File: src/rtl/pulse_req_arb_pkg.sv
// Shared types and constants for pulse_req_arbiter: FSM encoding, channel limit, ID width helper.
package pulse_req_arb_pkg;

  typedef enum logic [1:0] {
    ST_IDLE     = 2'd0,
    ST_REQ      = 2'd1,
    ST_WAIT_LOW = 2'd2
  } arb_state_e;

  localparam int NUM_CH_MAX = 16;

  // Channel-ID width; a floor of one bit keeps req_id a real vector.
  function automatic int calc_id_w(input int num_ch);
    return (num_ch > 1) ? $clog2(num_ch) : 1;
  endfunction

endpackage

File: src/rtl/pulse_req_arbiter_rr_pick.sv
// Combinational round-robin search: first set pend bit at or above pointer, wrapping.
module rr_pick
  import pulse_req_arb_pkg::*;
#(
  parameter int NUM_CH = 4,
  localparam int ID_W  = calc_id_w(NUM_CH)
) (
  input  logic [NUM_CH-1:0] pend,
  input  logic [ID_W-1:0]   pointer,
  output logic [ID_W-1:0]   winner,
  output logic              valid
);

  logic [ID_W-1:0] idx_s;
  logic            hit_s;

  // Scan upward from pointer; only the first hit updates the winner.
  always_comb begin
    winner = '0;
    valid  = 1'b0;
    idx_s  = '0;
    hit_s  = 1'b0;
    for (int k = 0; k < NUM_CH; k++) begin
      idx_s  = ID_W'((int'(pointer) + k) % NUM_CH);
      hit_s  = pend[idx_s] & ~valid;
      winner = hit_s ? idx_s : winner;
      valid  = valid | pend[idx_s];
    end
  end

endmodule

File: src/rtl/pulse_req_arbiter.sv
// Pulse collector with round-robin four-phase req/ack service.
// Optional per-channel merge counters under PULSE_REQ_ARB_OVF_CNT_EN.
module pulse_req_arbiter
  import pulse_req_arb_pkg::*;
#(
  parameter int NUM_CH = 4,
  parameter int CNT_W  = 8,
  localparam int ID_W  = calc_id_w(NUM_CH)
) (
  input  logic                    clk,
  input  logic                    rst,
  input  logic [NUM_CH-1:0]       pulse_in,
  input  logic [NUM_CH-1:0]       mask,
  output logic                    req,
  output logic [ID_W-1:0]         req_id,
  input  logic                    ack,
  output logic [NUM_CH-1:0]       pend,
  output logic                    busy,
  input  logic                    ovf_clr,
  output logic [NUM_CH*CNT_W-1:0] ovf_cnt
);

  arb_state_e        state_r;
  logic              req_r;
  logic [ID_W-1:0]   req_id_r;
  logic [ID_W-1:0]   ptr_r;
  logic [NUM_CH-1:0] pend_r;

  logic [ID_W-1:0]   winner_s;
  logic              pick_valid_s;
  logic              grant_s;
  logic [ID_W-1:0]   ptr_next_s;
  logic [NUM_CH-1:0] set_s;
  logic [NUM_CH-1:0] clr_s;
  logic [NUM_CH-1:0] merge_s;
  logic [NUM_CH-1:0] pend_next_s;

  rr_pick #(.NUM_CH(NUM_CH)) u_rr_pick (
    .pend    (pend_r),
    .pointer (ptr_r),
    .winner  (winner_s),
    .valid   (pick_valid_s)
  );

  // Grant decision and pending-flag next state; a new capture beats a same-cycle grant clear.
  always_comb begin
    grant_s     = (state_r == ST_IDLE) & pick_valid_s & ~ack;
    ptr_next_s  = (winner_s == ID_W'(NUM_CH - 1)) ? '0 : winner_s + ID_W'(1);
    set_s       = pulse_in & mask;
    clr_s       = '0;
    for (int i = 0; i < NUM_CH; i++) begin
      clr_s[i] = grant_s & (winner_s == ID_W'(i));
    end
    merge_s     = set_s & pend_r & ~clr_s;
    pend_next_s = (pend_r & ~clr_s) | set_s;
  end

  // Handshake FSM with registered req, req_id, pointer and pending flags.
  always_ff @(posedge clk or posedge rst) begin
    if (rst) begin
      state_r  <= ST_IDLE;
      req_r    <= 1'b0;
      req_id_r <= '0;
      ptr_r    <= '0;
      pend_r   <= '0;
    end else begin
      pend_r <= pend_next_s;
      case (state_r)
        ST_IDLE: begin
          if (grant_s) begin
            req_r    <= 1'b1;
            req_id_r <= winner_s;
            ptr_r    <= ptr_next_s;
            state_r  <= ST_REQ;
          end else begin
            state_r  <= ST_IDLE;
          end
        end
        ST_REQ: begin
          if (ack) begin
            req_r   <= 1'b0;
            state_r <= ST_WAIT_LOW;
          end else begin
            state_r <= ST_REQ;
          end
        end
        ST_WAIT_LOW: begin
          if (!ack) begin
            state_r <= ST_IDLE;
          end else begin
            state_r <= ST_WAIT_LOW;
          end
        end
        default: begin
          req_r   <= 1'b0;
          state_r <= ST_IDLE;
        end
      endcase
    end
  end

  assign req    = req_r;
  assign req_id = req_id_r;
  assign pend   = pend_r;
  assign busy   = (state_r != ST_IDLE) | (|pend_r);

`ifdef PULSE_REQ_ARB_OVF_CNT_EN
  localparam logic [CNT_W-1:0] CNT_MAX = {CNT_W{1'b1}};

  logic [CNT_W-1:0] cnt_r [NUM_CH];

  // Saturating merge counters; a merge coinciding with a clear leaves a count of one.
  always_ff @(posedge clk or posedge rst) begin
    if (rst) begin
      for (int i = 0; i < NUM_CH; i++) begin
        cnt_r[i] <= '0;
      end
    end else begin
      for (int i = 0; i < NUM_CH; i++) begin
        if (ovf_clr) begin
          cnt_r[i] <= merge_s[i] ? CNT_W'(1) : '0;
        end else if (merge_s[i] && (cnt_r[i] != CNT_MAX)) begin
          cnt_r[i] <= cnt_r[i] + CNT_W'(1);
        end else begin
          cnt_r[i] <= cnt_r[i];
        end
      end
    end
  end

  // Flatten counters onto the output bus.
  always_comb begin
    ovf_cnt = '0;
    for (int i = 0; i < NUM_CH; i++) begin
      ovf_cnt[i*CNT_W +: CNT_W] = cnt_r[i];
    end
  end
`else
  logic unused_cnt_s;

  assign ovf_cnt      = '0;
  assign unused_cnt_s = ovf_clr ^ (|merge_s);
`endif

endmodule

File: config.mk
export PLATFORM = sky130hd
export DESIGN_NAME = pulse_req_arbiter
export DESIGN_NICKNAME = d
export VERILOG_FILES = /design/src/rtl/pulse_req_arb_pkg.sv /design/src/rtl/pulse_req_arbiter_rr_pick.sv /design/src/rtl/pulse_req_arbiter.sv
export SDC_FILE = /design/constraint.sdc
export NUM_CORES = 1
export LEC_CHECK = 0
export ABC_AREA = 1
export CELL_PAD_IN_SITES_DETAIL_PLACEMENT = 1
export CELL_PAD_IN_SITES_GLOBAL_PLACEMENT = 2
export CORE_MARGIN = 3
export CORE_UTILIZATION = 22
export CTS_CLUSTER_SIZE = 40
export DETAILED_ROUTE_END_ITERATION = 12
export HOLD_SLACK_MARGIN = 0.02
export PLACE_DENSITY_LB_ADDON = 0.08
export RECOVER_POWER = 50
export SETUP_SLACK_MARGIN = 0.05
export SLEW_MARGIN = 20
export SYNTH_ARGS = -nofsm -noshare
export SYNTH_HDL_FRONTEND = slang
export SYNTH_SLANG_ARGS = --single-unit
File: constraint.sdc
create_clock -name clk -period 4.35 [get_ports clk]
set_input_delay 0.6525 -clock clk [delete_from_list [all_inputs] [get_ports clk]]
set_output_delay 0.6525 -clock clk [all_outputs]
set_load 0.03 [all_outputs]
Word level (Yosys, flattened, before mapping)
Cells that the tools add are included.

Bits in registers: 11. Output and inout bits: 40. Logic and storage cells: 68.

$add $sub $neg: 4. $lt $le $gt $ge: 4. Equality and inequality tests: 7. Multiplexer cells: 20. Bitwise logic cells: 22. Reduce and logical (&&, ||, !) cells: 6.

Operators with widths (count): 2-bit 2-to-1 mux (7); 2-bit by 3-bit less-than comparator with 1-bit output (second input constant) (4); 1-bit bitwise AND (9); 4-bit bitwise AND (2); 1-bit binary-select mux with 2-bit select (4); 1-bit 2-to-1 mux (7); 2-bit equality test (second input constant) (3); 2-bit case mux with 3 select lines (1); 1-bit NOT (5); 2-bit by 1-bit adder with 2-bit output (second input constant) (2); 2-bit adder (second input constant) (2); 2-bit by 1-bit equality test with 1-bit output (second input constant) (2); 2-bit logical NOT (2); 2-bit != test (second input constant) (2); 4-bit NOT (1); 1-bit bitwise OR (4); 4-bit bitwise OR (1); 4-bit OR reduction (1); 1-bit case mux with 3 select lines (1); 3-bit AND reduction (1); 2-bit AND reduction (1); 2-bit nonzero test (1).

Logic depth before layout (Yosys ltp)
Gate-level depths: netlist (run 1).

Depth after elaboration: 13. Gate-level depth with buffers: 14. Mapped depth without buffers: 13.

By module
A second synthesis (run 1) with hierarchy kept.

Cell total of the unflattened synthesis: 150. Area, all modules: 1079.8 sq um.

Modules (own cells, without submodules): pulse_req_arbiter (times used 1, cells an instance 91, area each 785.8 sq um); rr_pick (times used 1, cells an instance 59, area each 294.0 sq um).

Least setup slack after synthesis (run 1)
No wires, ideal clock.

Path type: reg2reg. Start point: reg pend_r[3] (netlist: pend[3]). End point: reg ptr_r[1]. Library setup time: 0.126 ns. Arrival: 1.626 ns. Slack: 2.598 ns. Stages on the path, launching flop included: 13. Path buffers: 0. Period minus slack after synthesis: 1.752 ns. Cells stage by stage: dfrtp_1 inv_1 nand2_1 nand3_1 nand2_2 inv_1 nand2_1 nand2_1 nand3_1 inv_1 ha_1 nand2_1 o21ai_0.

Cells in the longest elaborated chain, start to end: 9. Elaborated cells on any way between the ends: 27. Classes of those cells: add/sub (1); eq/ne (1); mux (13); bitwise (11); reduce/logical (1).

RTL lines: from (decl) (RTL line pulse_req_arbiter.sv:27) `logic [NUM_CH-1:0] pend_r;`; from (signal assigned) (RTL line pulse_req_arbiter.sv:67) `pend_r <= pend_next_s;`; 1-bit binary-select mux with 2-bit select (RTL line pulse_req_arbiter_rr_pick.sv:25, pulse_req_arbiter_rr_pick.sv:27); 1-bit 2-to-1 mux (not written as such) (RTL line pulse_req_arbiter_rr_pick.sv:25, pulse_req_arbiter_rr_pick.sv:27); 1-bit NOT / 1-bit bitwise OR (equally long branches) (RTL line pulse_req_arbiter_rr_pick.sv:25, pulse_req_arbiter_rr_pick.sv:27); 1-bit bitwise AND, or another cell as far along (RTL line pulse_req_arbiter_rr_pick.sv:25) `hit_s = pend[idx_s] & ~valid;`; 2-bit 2-to-1 mux, or another cell as far along (RTL line pulse_req_arbiter_rr_pick.sv:26) `winner = hit_s ? idx_s : winner;`; 2-bit 2-to-1 mux / 1-bit bitwise AND (equally long branches) (RTL line pulse_req_arbiter_rr_pick.sv:26, pulse_req_arbiter_rr_pick.sv:25); 2-bit 2-to-1 mux (*) (RTL line pulse_req_arbiter_rr_pick.sv:26); named net u_rr_pick.winner[0] (RTL line pulse_req_arbiter_rr_pick.sv:10) `output logic [ID_W-1:0] winner,`; 2-bit by 1-bit adder with 2-bit output / 2-bit equality test (equally long branches) (RTL line pulse_req_arbiter.sv:48) `ptr_next_s = (winner_s == ID_W'(NUM_CH - 1)) ? '0 : winner_s + ID_W'(1);`; 2-bit 2-to-1 mux (*) (RTL line pulse_req_arbiter.sv:48); named net ptr_next_s[1] (RTL line pulse_req_arbiter.sv:32) `logic [ID_W-1:0] ptr_next_s;`; to (signal assigned) (RTL line pulse_req_arbiter.sv:73) `ptr_r <= ptr_next_s;`; to (decl) (RTL line pulse_req_arbiter.sv:26) `logic [ID_W-1:0] ptr_r;`.

The timed path passes the listed nets; every way through them passes the cells marked *. The select of a mux whose other input is x is not followed. A chain may end at the register's enable or synchronous reset.

Worst setup path in the final report (run 1)
Start point: reg pend_r[1] (netlist: pend[1]). End point: out busy.

Cells in the longest elaborated chain, start to end: 2.

RTL lines: 4-bit OR reduction (RTL line pulse_req_arbiter.sv:105) `assign busy = (state_r != ST_IDLE) | (|pend_r);`; 1-bit bitwise OR (RTL line pulse_req_arbiter.sv:105); to (decl) (RTL line pulse_req_arbiter.sv:18) `output logic busy,`.

No other way between the ends.

==> qor.csv, run 1 <==
metric,value,unit
fraction of synthesized area in multiplexers,0,%
Compound-Gate Fraction of Synth Area,6.098,%
count of hold-fix buffers inserted at cts,0,
area used by multi-input combinational logic,539.3,sq um
via count,792,
Detailed Route Iter0 Violations,28,
number of buffers inserted by port buffering,18,
final design instance area without fill,1177,sq um
Post-Synth XOR/XNOR Area,0,%
total congestion overflow after global routing,0,
clock tree from TritonCTS,yes,
dominant combinational cell family by area after synthesis,buffers and inverters,
Routed wire per std cell,11.86,um
"Top FF cell, synth",dfrtp_1,
Clock Pin Slew Worst Setup and Hold Paths,0.06,ns
instance area at placement,1136,sq um
global-route wire length before repair,4002,um
maximum fanout encountered on the critical timing path,4,
Comb pwr share,65.1,%
ant diodes,0,
fin crit share,54.09,%
outcome,finished clean,
fraction of post-synthesis cell area in the top cell type by area,26.83,%
reported leakage power,0.6558,nW
async set-reset flop share out of synthesis,100.0,%
Sequential Area,275.3,sq um
Finish-stage setup viols,0,
summed instance area of the synthesized netlist,1026,sq um
Final TNS setup,0,ns
post-layout min period,2.353,ns
Via density,3.845,
proportion of total power due to net switching,54.02,%
clock insertion delay at the later pin of the skew report,0.25,ns
Ports,52,
number of pins exceeding their max-slew limit in the final report,0,
Adder-Cell Fraction of Synth Area,4.878,%
share of final-layout standard cells stronger than drive strength 1,15.58,%
starting density of the core,23.24,%
cell row count,24,
"basic-gate share of the synthesized area counting and, or, nand and nor cells",30.37,%
dominant cell by count in the synthesized netlist,buf_4,
setup repair after global routing missed its margin,no,
buffer type at the clock tree root,clkbuf_8,
Hold Path Class,flop to flop,
Power Total,0.8715,mW
clk sink count,11,
synthesized area divided by synthesized cell count,7.657,sq um
final wirelength,2444,um
area delta synth->final,14.76,%
switching power,0.4708,mW
DIE AREA,5519,sq um
number of buffers created by CTS,3,
total internal power,0.4007,mW
vertical die dimension,74.29,um
worst setup path start,pend[1],
worst r2r src,ptr_r[0],
most area-hungry cell type in the Yosys netlist,dfrtp_1,
library cells used by synthesis,20,
width of the die,74.29,um
gr usage total,9.816,%
Yosys warning total,0,
hold_ws,0.4847,ns
Max Clock Skew,0.002764,ns
signal arrival time at the worst endpoint,1.70,ns
final hold violation count,0,
Synth Register Bits,11,
Power Density,740.2,nW/um^2
last weighted congestion value of the routability-driven placer,0.7133,
"EDFF count, synth",0,
Syn Inst Count,134,
clock share of power,12.6,%
DRC violation count after routing,0,
commonest cells in the netlist,"buf_4, nand2_1, inv_1",
achievable frequency,425.0,MHz
kind of end point of the critical path,output pin,
data required time of the critical path,3.70,ns
count of TritonRoute iterations in the first routing pass,4,
Fillers,545,
number of buffers inserted by post-CTS setup repair,0,
initial antenna violation count,0,
category of the most critical setup path,flop to output pin,
max-capacitance violation count,0,
count of cells resized by post-cts repair,0,
Longest Clk Path Bufs,2,
antenna-violating nets left,0,
post-detail-place hpwl,2115,um
vias in the first global route,859,
worst vdd ir,0.0001377,V
crit path launch type,flop,
share of total power in sequential cells,22.4,%
post-layout net count,171,
origin of the worst min-delay path,req_id[0],
core box area,4414,sq um
largest net degree at the start of global routing,12,
synth top area cells,"dfrtp_1, buf_4, nand2_1",
H-tree depth,1,
post-synthesis sequential area ratio,26.83,%
## critical path, stage by stage (launching register included)
cell and delay [ns]:
dfrtp_1 0.43, inv_1 0.09, nand4_1 0.14, inv_1 0.07, nand2_1 0.07, clkdlybuf4s50_1 0.66
## layout make-up
| cell class | instances | area share [%] |
|---|---|---|
| clock buffer | 3 | 3.507 |
| sequential | 11 | 23.38 |
| inverter | 17 | 6.057 |
| multi-input combinational | 104 | 45.80 |
| clock inverter | 1 | 0.4251 |
| tap | 52 | 5.526 |
| timing repair buffer | 18 | 15.30 |
## layout by cell type (no fill, tap or decap)
| cell type | n |
|---|---|
| nor2_4 | 1 |
| nand2_2 | 13 |
| inv_8 | 1 |
| clkdlybuf4s50_1 | 16 |
| nand2_4 | 2 |
| nor2_1 | 1 |
| clkinv_2 | 1 |
| inv_2 | 1 |
| nand3_2 | 2 |
| a22o_1 | 4 |
| nand3_1 | 10 |
| inv_1 | 15 |
| o21ai_0 | 3 |
| dfrtp_1 | 11 |
| nand2_1 | 28 |
| conb_1 | 32 |
| o31ai_1 | 1 |
| dlygate4sd3_1 | 2 |
| ha_1 | 4 |
| a21oi_1 | 1 |
| clkbuf_8 | 3 |
| nand4_1 | 2 |
## power groups by stage
| stage | clock (mW) | combinational, mW | sequential [mW] |
|---|---|---|---|
| finish | 0.110 | 0.567 | 0.195 |
| global route | 0.121 | 0.645 | 0.202 |
| CTS | 0.116 | 0.587 | 0.198 |
| detailed placement | 0 | 0.583 | 0.199 |
| global placement | 0 | 0.573 | 0.196 |
| floorplan | 0 | 0.433 | 0.220 |
## flip-flops by register name (all words and copies together), names as in the netlist
name / count
req: 1
state_r: 2
req_id: 2
pend: 4
ptr_r: 2
## metrics by stage
stage / util [%] / instances / setup slack, ns
2_1_floorplan: - / 165 / 2.598
3_3_place_gp: 25.74 / 202 / 2.246
3_5_place_dp: 25.74 / 202 / 2.218
4_1_cts: 26.79 / 206 / 1.938
5_1_grt: 26.67 / 206 / 1.905
6_report: 26.67 / 206 / 1.997
## routing by layer
| metal | vias to the layer above | track usage [%] | wire, um |
|---|---|---|---|
| met5 | - | 0 | 0 |
| met4 | 0 | 5.929 | 62 |
| met3 | 5 | 1.486 | 109 |
| met2 | 29 | 16.34 | 1252 |
| met1 | 363 | 11.91 | 1020 |
| li1 | 395 | - | - |
## cell families (layout without fill, tap and decap cells)
| logic type | after synthesis | count (layout) |
|---|---|---|
| simple gates | 59 | 59 |
| buf+inv | 50 | 39 |
| flops | 11 | 11 |
| compound gates | 9 | 9 |
| fa+ha+maj | 4 | 4 |
| other cells | 1 | 32 |
## path summary, 6_finish.rpt
kind                            slack (ns)         to  depth (start not counted)
worst max-delay path                  2.00       busy                          5
worst max register to register        2.34   ptr_r[1]                         10
worst min-delay path                  0.48  req_id[0]                          2
worst min register to register        0.48  req_id[0]                          2
max in group asynchronous             3.18    pend[0]                          2
min in group asynchronous             0.85  req_id[1]                          2
No activity file was read; power rests on OpenSTA's default activity.
==> run 2, diff against run 1 <==
--- a/config.mk
+++ b/config.mk
@@ -9,7 +9,7 @@
 export CELL_PAD_IN_SITES_DETAIL_PLACEMENT = 1
 export CELL_PAD_IN_SITES_GLOBAL_PLACEMENT = 2
 export CORE_MARGIN = 3
-export CORE_UTILIZATION = 22
+export CORE_UTILIZATION = 19
 export CTS_CLUSTER_SIZE = 40
 export DETAILED_ROUTE_END_ITERATION = 12
 export HOLD_SLACK_MARGIN = 0.02
==> constraint.sdc (replaced) <==
create_clock -name clk -period 1.9 [get_ports clk]
set_input_delay 0.285 -clock clk [delete_from_list [all_inputs] [get_ports clk]]
set_output_delay 0.285 -clock clk [all_outputs]
set_load 0.03 [all_outputs]
==> qor.csv, run 2 (same netlist as run 1, synthesis figures left out) <==
metric,value,unit,change
Detailed Route Iter0 Violations,31,,+11%
Routed wire per std cell,11.20,um,-5.6%
reported leakage power,0.8118,nW,+24%
post-detail-place hpwl,2220,um,+5.0%
crit path launch type,flop,,
hold_ws,0.4854,ns,+0.0006660 ns
Longest Clk Path Bufs,2,,unchanged
post-layout net count,192,,+12%
number of pins exceeding their max-slew limit in the final report,0,,unchanged
ant diodes,0,,unchanged
Ports,52,,unchanged
H-tree depth,1,,unchanged
kind of end point of the critical path,flop,,
clock tree from TritonCTS,yes,,
buffer type at the clock tree root,clkbuf_8,,
achievable frequency,546.6,MHz,
max reg flops,4,,unchanged
width of the die,79.49,um,+7.0%
clk sink count,11,,unchanged
most frequent standard cell in the layout excluding fill and tap cells,conb_1,,
slack of the worst reg-to-reg path,0.07,ns,-2.27 ns
maximum fanout encountered on the critical timing path,8,,+4
number of buffers created by CTS,3,,unchanged
starting density of the core,19.84,%,-3.4 points
antenna-violating nets left,0,,unchanged
Fillers,631,,+16%
Max Clock Skew,0.005103,ns,+0.002339 ns
count of TritonRoute iterations in the first routing pass,2,,-2
outcome,finished clean,,
instance area at placement,1269,sq um,+12%
share of final-layout standard cells stronger than drive strength 1,40.00,%,+24 points
max-capacitance violation count,0,,unchanged
initial antenna violation count,0,,unchanged
clock insertion delay at the later pin of the skew report,0.24,ns,about the same
global-route wire length before repair,4498,um,+12%
setup repair after global routing missed its margin,yes,,
DIE AREA,6318,sq um,+14%
area delta synth->final,50.24,%,
worst r2r src,ptr_r[0],,
core box area,5172,sq um,+17%
final wirelength,2743,um,+12%
Via density,3.682,,-4.2%
largest net degree at the start of global routing,12,,unchanged
vertical die dimension,79.49,um,+7.0%
number of buffers inserted by port buffering,18,,unchanged
DRC violation count after routing,0,,unchanged
Finish-stage setup viols,0,,unchanged
worst vdd ir,0.0005229,V,+280%
fin crit share,96.29,%,
total congestion overflow after global routing,0,,unchanged
Clock Pin Slew Worst Setup and Hold Paths,0.06,ns,about the same
cell row count,26,,+8.3%
Sequential Area,277.8,sq um,+0.91%
vias in the first global route,941,,+9.5%
count of hold-fix buffers inserted at cts,0,,unchanged
Power Density,1849,nW/um^2,+150%
most frequent cells in the layout,"conb_1, buf_4, nand2_1",,
final design instance area without fill,1541,sq um,+31%
data required time of the critical path,2.06,ns,-1.64 ns
post-layout min period,1.829,ns,
final hold violation count,0,,unchanged
Worst Reg-to-Reg Cells,12,,+2
Hold Path Class,input port to async pin,,
last weighted congestion value of the routability-driven placer,0.7119,,-0.20%
end of the worst register-to-register path,ptr_r[1],,
area used by multi-input combinational logic,696.9,sq um,+29%
gr usage total,9.312,%,-0.50 points
signal arrival time at the worst endpoint,1.99,ns,+0.29 ns
via count,902,,+14%
category of the most critical setup path,flop to flop,,
-- run 2: cell types whose count changed in the layout (fill, tap and decap cells not counted), moves of 3 or more --
cell,before,now
nand2_4,2,10
ha_1,4,1
inv_4,0,3
inv_1,15,12
nand3_1,10,3
nand2_1,28,18
nand3_4,0,4
buf_4,0,20
nand3_2,2,5
-- run 2: layout make-up --
type / instances / area share, %
clock inverters: 1 / 0.3247
inverters: 17 / 5.438
clock buffers: 3 / 2.679
repair buffers: 39 / 22.65
flip-flops and latches: 11 / 18.02
well taps: 70 / 5.682
multi-input cells: 104 / 45.21
-- run 2: metal layers --
metal / GRT usage (%) / wire length (um)
met4: 3.093 / 34
met2: 17.36 / 1476
met3: 2.144 / 159
met5: 0 / 0
met1: 10.23 / 1073
-- run 2: timing repair --
action                                  in CTS  in global routing
pin swaps                                    8                  6
buffers inserted                             3                  5
endpoints found under the hold margin        0                  0
gates resized for setup                     20                 22
endpoints found under the setup margin       6                  7
-- run 2: worst max-delay path, stage by stage (launching register included) --
cell,delay (ns)
dfrtp_1,0.40
buf_12,0.16
inv_12,0.08
nand2_4,0.06
nand3_4,0.07
nand2_4,0.06
nor2_4,0.14
nand4_1,0.18
nand2_4,0.16
inv_4,0.05
ha_4,0.26
nand2_1,0.05
o21ai_1,0.07
-- run 2: power by group --
group          switching [mW]  leakage, nW  internal, mW
clock                  0.0984       0.0255         0.145
combinational            1.23        0.664         0.943
sequential             0.0994        0.122         0.331
total                    1.43        0.812          1.42
-- run 2: how the worst max path moves through the flow --
| stage | endpoint | start |
|---|---|---|
| 2_1_floorplan | ptr_r[1] | pend[3] |
| 3_3_place_gp | ptr_r[1] | ptr_r[0] |
| 3_5_place_dp | ptr_r[1] | ptr_r[0] |
| 4_1_cts | busy | pend[2] |
| 5_1_grt | pend[2] | ptr_r[0] |
| 6_report | ptr_r[1] | ptr_r[0] |
-- run 2: through the flow --
step / cells / utilization (%) / TNS [ns] / setup WS [ns] / total power [mW]
after floorplan: 165 / - / 0 / 0.1479 / 1.496
after global placement: 233 / 24.53 / -0.01621 / -0.01621 / 2.048
after detailed placement: 233 / 24.53 / -0.03628 / -0.03628 / 2.064
after CTS: 240 / 27.31 / 0 / 0.04607 / 2.538
after global routing: 245 / 29.80 / -0.3609 / -0.09680 / 3.124
final: 245 / 29.80 / 0 / 0.07054 / 2.850
